--- src/rtl/deserializador_serial_pkg.sv ---
// Shared definitions for the serial deserializer: state encoding, default width
// and frame-length derivation (frame grows by one parity bit when PARITY_EN is defined).
package deserializador_serial_pkg;

  localparam logic [0:0] ST_IDLE = 1'b0;
  localparam logic [0:0] ST_RECV = 1'b1;

  localparam int DEFAULT_WIDTH = 8;

  function automatic int flen_calc(input int width);
`ifdef PARITY_EN
    return width + 1;
`else
    return width;
`endif
  endfunction

endpackage

--- src/rtl/deserializador_serial_contador.sv ---
// Loadable bit counter for the deserializer; tc flags the last bit position of a frame.
module contador_bits #(
  parameter int FLEN  = 8,
  parameter int CNT_W = 3
) (
  input  logic             clk,
  input  logic             rst,
  input  logic             clr,
  input  logic             load,
  input  logic [CNT_W-1:0] load_val,
  input  logic             inc,
  output logic [CNT_W-1:0] cnt,
  output logic             tc
);

  localparam logic [CNT_W-1:0] TC_VAL = CNT_W'(FLEN - 1);

  logic [CNT_W-1:0] cnt_q, cnt_d;

  always_comb begin
    cnt_d = cnt_q;
    if (clr) begin
      cnt_d = '0;
    end else if (load) begin
      cnt_d = load_val;
    end else if (inc) begin
      cnt_d = cnt_q + 1'b1;
    end
  end

  always_ff @(posedge clk or posedge rst) begin
    if (rst) begin
      cnt_q <= '0;
    end else begin
      cnt_q <= cnt_d;
    end
  end

  assign cnt = cnt_q;
  assign tc  = (cnt_q == TC_VAL);

endmodule

--- src/rtl/deserializador_serial.sv ---
// MSB-first serial-to-parallel receiver with valid/ready output and sticky error flags.
// Optional even-parity bit per frame enabled by defining PARITY_EN.
module deserializador_serial
  import deserializador_serial_pkg::*;
#(
  parameter int WIDTH = DEFAULT_WIDTH
) (
  input  logic             clk,
  input  logic             rst,
  input  logic             s_valid,
  input  logic             s_data,
  input  logic             s_first,
  output logic [WIDTH-1:0] dout,
  output logic             dout_valid,
  input  logic             dout_ready,
  output logic             busy,
  output logic             overrun,
  output logic             frame_err,
  output logic             parity_err,
  input  logic             clr_err
);

  localparam int FLEN  = flen_calc(WIDTH);
  localparam int CNT_W = $clog2(FLEN);

  logic [0:0]       state_q, state_d;
  logic [FLEN-2:0]  shift_q, shift_d;
  logic [FLEN-1:0]  shift_next;
  logic [WIDTH-1:0] dout_q, dout_d, word;
  logic             dout_valid_q, dout_valid_d;
  logic             overrun_q, overrun_d;
  logic             frame_err_q, frame_err_d;
  logic             par_bad;

  logic             cnt_clr, cnt_load, cnt_inc, cnt_tc;
  logic [CNT_W-1:0] cnt;
  logic             complete, ovr_set, fe_set;

  contador_bits #(
    .FLEN  (FLEN),
    .CNT_W (CNT_W)
  ) u_cnt (
    .clk      (clk),
    .rst      (rst),
    .clr      (cnt_clr),
    .load     (cnt_load),
    .load_val (CNT_W'(1)),
    .inc      (cnt_inc),
    .cnt      (cnt),
    .tc       (cnt_tc)
  );

  // The final bit never lands in the shift register; the word is formed with it in flight.
  assign shift_next = {shift_q, s_data};

`ifdef PARITY_EN
  assign word    = shift_next[FLEN-1:1];
  assign par_bad = ^shift_next;
`else
  assign word    = shift_next;
  assign par_bad = 1'b0;
`endif

  always_comb begin
    state_d  = state_q;
    shift_d  = shift_q;
    cnt_clr  = 1'b0;
    cnt_load = 1'b0;
    cnt_inc  = 1'b0;
    complete = 1'b0;
    fe_set   = 1'b0;
    case (state_q)
      ST_IDLE: begin
        if (s_valid && s_first) begin
          shift_d    = '0;
          shift_d[0] = s_data;
          cnt_load   = 1'b1;
          state_d    = ST_RECV;
        end
      end
      ST_RECV: begin
        if (s_valid && s_first) begin
          shift_d    = '0;
          shift_d[0] = s_data;
          cnt_load   = 1'b1;
          fe_set     = 1'b1;
        end else if (s_valid) begin
          shift_d = shift_next[FLEN-2:0];
          if (cnt_tc) begin
            complete = 1'b1;
            cnt_clr  = 1'b1;
            state_d  = ST_IDLE;
          end else begin
            cnt_inc = 1'b1;
          end
        end
      end
      default: state_d = ST_IDLE;
    endcase
  end

  always_comb begin
    dout_d       = dout_q;
    dout_valid_d = dout_valid_q;
    ovr_set      = 1'b0;
    if (complete) begin
      if (!dout_valid_q || dout_ready) begin
        dout_d       = word;
        dout_valid_d = 1'b1;
      end else begin
        ovr_set = 1'b1;
      end
    end else if (dout_valid_q && dout_ready) begin
      dout_valid_d = 1'b0;
    end
  end

  // Sticky flags: a set in the same cycle as clr_err takes priority.
  assign overrun_d   = (overrun_q & ~clr_err) | ovr_set;
  assign frame_err_d = (frame_err_q & ~clr_err) | fe_set;

  always_ff @(posedge clk or posedge rst) begin
    if (rst) begin
      state_q      <= ST_IDLE;
      shift_q      <= '0;
      dout_q       <= '0;
      dout_valid_q <= 1'b0;
      overrun_q    <= 1'b0;
      frame_err_q  <= 1'b0;
    end else begin
      state_q      <= state_d;
      shift_q      <= shift_d;
      dout_q       <= dout_d;
      dout_valid_q <= dout_valid_d;
      overrun_q    <= overrun_d;
      frame_err_q  <= frame_err_d;
    end
  end

`ifdef PARITY_EN
  logic parity_err_q, parity_err_d;

  assign parity_err_d = (parity_err_q & ~clr_err) | (complete & par_bad);

  always_ff @(posedge clk or posedge rst) begin
    if (rst) begin
      parity_err_q <= 1'b0;
    end else begin
      parity_err_q <= parity_err_d;
    end
  end

  assign parity_err = parity_err_q;
`else
  assign parity_err = 1'b0;
`endif

  assign dout       = dout_q;
  assign dout_valid = dout_valid_q;
  assign busy       = (state_q == ST_RECV);
  assign overrun    = overrun_q;
  assign frame_err  = frame_err_q;

endmodule

--- config.mk ---
export PLATFORM = sky130hd
export DESIGN_NAME = deserializador_serial
export DESIGN_NICKNAME = d
export VERILOG_FILES = /design/src/rtl/deserializador_serial_pkg.sv /design/src/rtl/deserializador_serial_contador.sv /design/src/rtl/deserializador_serial.sv
export SDC_FILE = /design/constraint.sdc
export NUM_CORES = 1
export LEC_CHECK = 0
export ABC_AREA = 1
export BUFFER_PORTS_ARGS = -buffer_cell sky130_fd_sc_hd__buf_4
export CAP_MARGIN = 20
export CORE_UTILIZATION = 50
export DETAILED_ROUTE_END_ITERATION = 6
export PLACE_DENSITY = 0.83
export SKIP_CTS_REPAIR_TIMING = 1
export SLEW_MARGIN = 0
export SYNTH_ARGS = -nofsm -noshare
export SYNTH_HDL_FRONTEND = slang
export SYNTH_SLANG_ARGS = --single-unit
--- constraint.sdc ---
create_clock -name clk -period 1.7 [get_ports clk]
set_input_delay 0.255 -clock clk [delete_from_list [all_inputs] [get_ports clk]]
set_output_delay 0.255 -clock clk [all_outputs]
set_load 0.03 [all_outputs]
==> summary.md <==
| Metric | Value |
|---|---|
| RSZ-0062 raised after global routing | no |
| Highest achievable clock rate | 690.4 MHz |
| Static leakage | 0.6630 nW |
| Register area share after synthesis | 57.97% |
| Synthesis-to-layout area growth | 20.42% |
| Fraction of the core area covered by cells at the end of the flow | 65.52% |
| Via count of the first global-routing pass | 706 |
| Starting Density | 54.41% |
| Chain of cells forming the critical path | ha_1 -> ha_1 -> inv_2 -> nor2_1 -> nand2_1 -> nand3_1 -> nand2_1 |
| Root Driver | clkbuf_4 |
| CP Max Fanout | 3 |
| Level count of the clock H-tree | 1 |
| Layout cell share with drive strength beyond 1 | 23.26% |
| Number of register bits inferred by synthesis | 22 |
| Type of element capturing the critical path | register |
| Kind of cell adding the most delay to the critical path | simple AND/OR/NAND/NOR gates |
| Synthesized instance count | 108 |
| Remaining Overflow, GRT | 0 |
| Dpl hpwl | 1260 um |
| Clock buffers created by TritonCTS | 3 |
| Clock tree from TritonCTS | built |
| Start point of the worst hold path | s_data |
| Worst hold path type | input pin to register |
| Remaining number of nets flagged by the antenna check after routing | 0 |
| Total of warnings raised by yosys | 0 |
| Critical Path Start | u_cnt.cnt[0] |
| Clock network latency to the later pin of the worst-skew pair | 310 ps |
| Number of antenna violations at the first check in global routing | 0 |
| Via count of the routed design | 731 |
| Most area-hungry cell type in the Yosys netlist | dfrtp_1 |
| Horizontal die dimension | 45.58 um |
| Crit-path max cell delay | 390 ps |
| Crit start category | register |
| Count of buffering cells on the critical path with inverters included | 1 |
| Post-synthesis cell type count | 14 |
| Post-Route WL | 1684 um |
| CORE AREA | 1745 um2 |
| Largest net degree at the start of global routing | 23 |
| Slowest-stage cell, CP | dfrtp_1 |
| Area of the die | 2078 um2 |
| Max-Cap Viols | 0 |
| Worst vdd ir | 0.0005820 V |
| Antenna cell count | 0 |
| Pre-CTS setup slack | 251.8 ps |
| Hold violation count in the final report | 0 |
| Fin. max-slew vios | 0 |
| Via density | 4.747 |
| Smallest setup slack after layout | 251.5 ps |
| Worst reg2reg startpoint | u_cnt.cnt[0] |
| Accumulated negative setup slack | 0 ps |
| Sinks on the clock net | 22 |
| Wire length of the first global-routing pass | 2918 um |
| Synth Net Count | 117 |
| Clock Tree Buf Depth | 2 |
| Arrival time at the worst endpoint | 1660 ps |
| Cell area after technology mapping | 949.7 um2 |
| Gpl congestion | 0.7832 |
| Post-Synthesis Mean Instance Area | 8.793 um2 |
| Period utilisation layout | 85.20% |
| Total power per unit cell area | 812.0 nW/um2 |
| Quantity of I/O buffers inserted on ports | 18 |
| Run status | completed |
| Row Count | 15 |
| Clock-pin transition on the worst setup and hold timing paths | 110 ps |
| All-Layer GR Usage | 21.04% |
| Residual DRC | 0 |
| Routed wire length per instance | 10.94 um |
| Router iterations before antenna repair | 4 |
| Most area-consuming cells after synthesis | dfrtp_1, nand2_1, nand3_1, ha_1, nor2_4 |
| Die Span Y | 45.58 um |
| Time the final worst path needs with I/O delays and setup | 1448 ps |
| DRC marker count from the first detailed-route iteration | 21 |
| Required time of the critical path | 1910 ps |
| Setup-violating endpoint count in the final report | 0 |
| NumNets Final | 140 |
| Worst Clk Skew | 7.961 ps |
| Area share of the largest cell type after synthesis | 57.97% |
| Power, Total | 0.9286 mW |
| Worst Setup Path Type | register to register |
| Count of boundary I/O pins | 20 |
[worst register-to-register path: cells and delay by family, from the launching register on]
family | cells | cell delay, ps
adder cells (fa/ha/maj) | 2 | 360
buffers and inverters | 1 | 60
AND/OR/NAND/NOR | 4 | 540
flip-flops | 1 | 390
[metal layers]
metal / track usage, % / routed length (um) / vias up
li1: - / - / 377
met1: 23.53 / 765 / 331
met2: 33.43 / 802 / 19
met3: 3.571 / 45 / 4
met4: 20.00 / 70 / 0
met5: 0 / 0 / -
[cell families (layout without fill, tap and decap cells)]
kind of cell             Yosys count  in the layout  synth area share (%)
AND/OR/NAND/NOR                   73             73                 33.99
flip-flops                        22             22                 57.97
buffers and inverters              9             30                 4.085
adder cells (fa/ha/maj)            2              2                 2.635
other                              1              1                0.3949
AO/OA/AOI/OAI                      1              1                0.9224
[cells in the final DEF, fill, tap and decap left out]
cell type / synthesis / routed
ha_1: 2 / 2
nand3_1: 12 / 12
nand3_4: 1 / 1
nand2_2: 2 / 2
dfrtp_1: 22 / 22
o21ai_2: 1 / 1
nor2_1: 1 / 1
dlygate4sd3_1: 0 / 1
conb_1: 1 / 1
inv_1: 5 / 5
clkbuf_4: 0 / 3
buf_4: 1 / 19
nor2_4: 2 / 2
nand2_1: 55 / 55
inv_2: 2 / 2
[cell type report]
cell class	count	area [um2]
Multi-Input combinational cell	77	360.3
Tap cell	25	31.28
Sequential cell	22	550.5
Clock buffer	3	22.52
Fill cell	138	601.8
Inverter	7	26.28
Timing Repair Buffer	20	152.6
[stage by stage]
step / area [um2] / hold slack [ps] / cells
after detailed placement: 1111 / 309.7 / 150
after global routing: 1144 / 172.6 / 154
after floorplan: 949.7 / 244.2 / 108
final: 1144 / 168.0 / 154
after global placement: 1111 / 308.4 / 150
after CTS: 1134 / -36.42 / 153
[registers in the layout (all words and copies together), names as in the netlist]
signal	cells
busy	1
dout_valid	1
u_cnt.cnt	3
overrun	1
dout	8
shift_q	7
frame_err	1
[final timing paths]
| check | to | cells past startpoint | slack (ps) |
|---|---|---|---|
| min in group asynchronous | shift_q[1] | 4 | 520 |
| max | u_cnt.cnt[0] | 7 | 250 |
| max reg2reg | u_cnt.cnt[0] | 7 | 250 |
| max in group asynchronous | u_cnt.cnt[0] | 4 | 960 |
| min reg2reg | dout[7] | 2 | 480 |
| min | shift_q[0] | 3 | 170 |
[where the power goes]
group / switching, mW / internal, mW / leakage, nW
logic: 0.0777 / 0.0461 / 0.355
registers: 0.0197 / 0.551 / 0.294
clock network: 0.151 / 0.0830 / 0.0138
total: 0.249 / 0.680 / 0.663
[synth_stat cells (all sizes together)]
library cell,instances
nand3,13
dfrtp,22
nor2,3
o21ai,1
buf,2
conb,1
inv,7
ha,2
nand2,57
(Power assumes the default switching activity.)
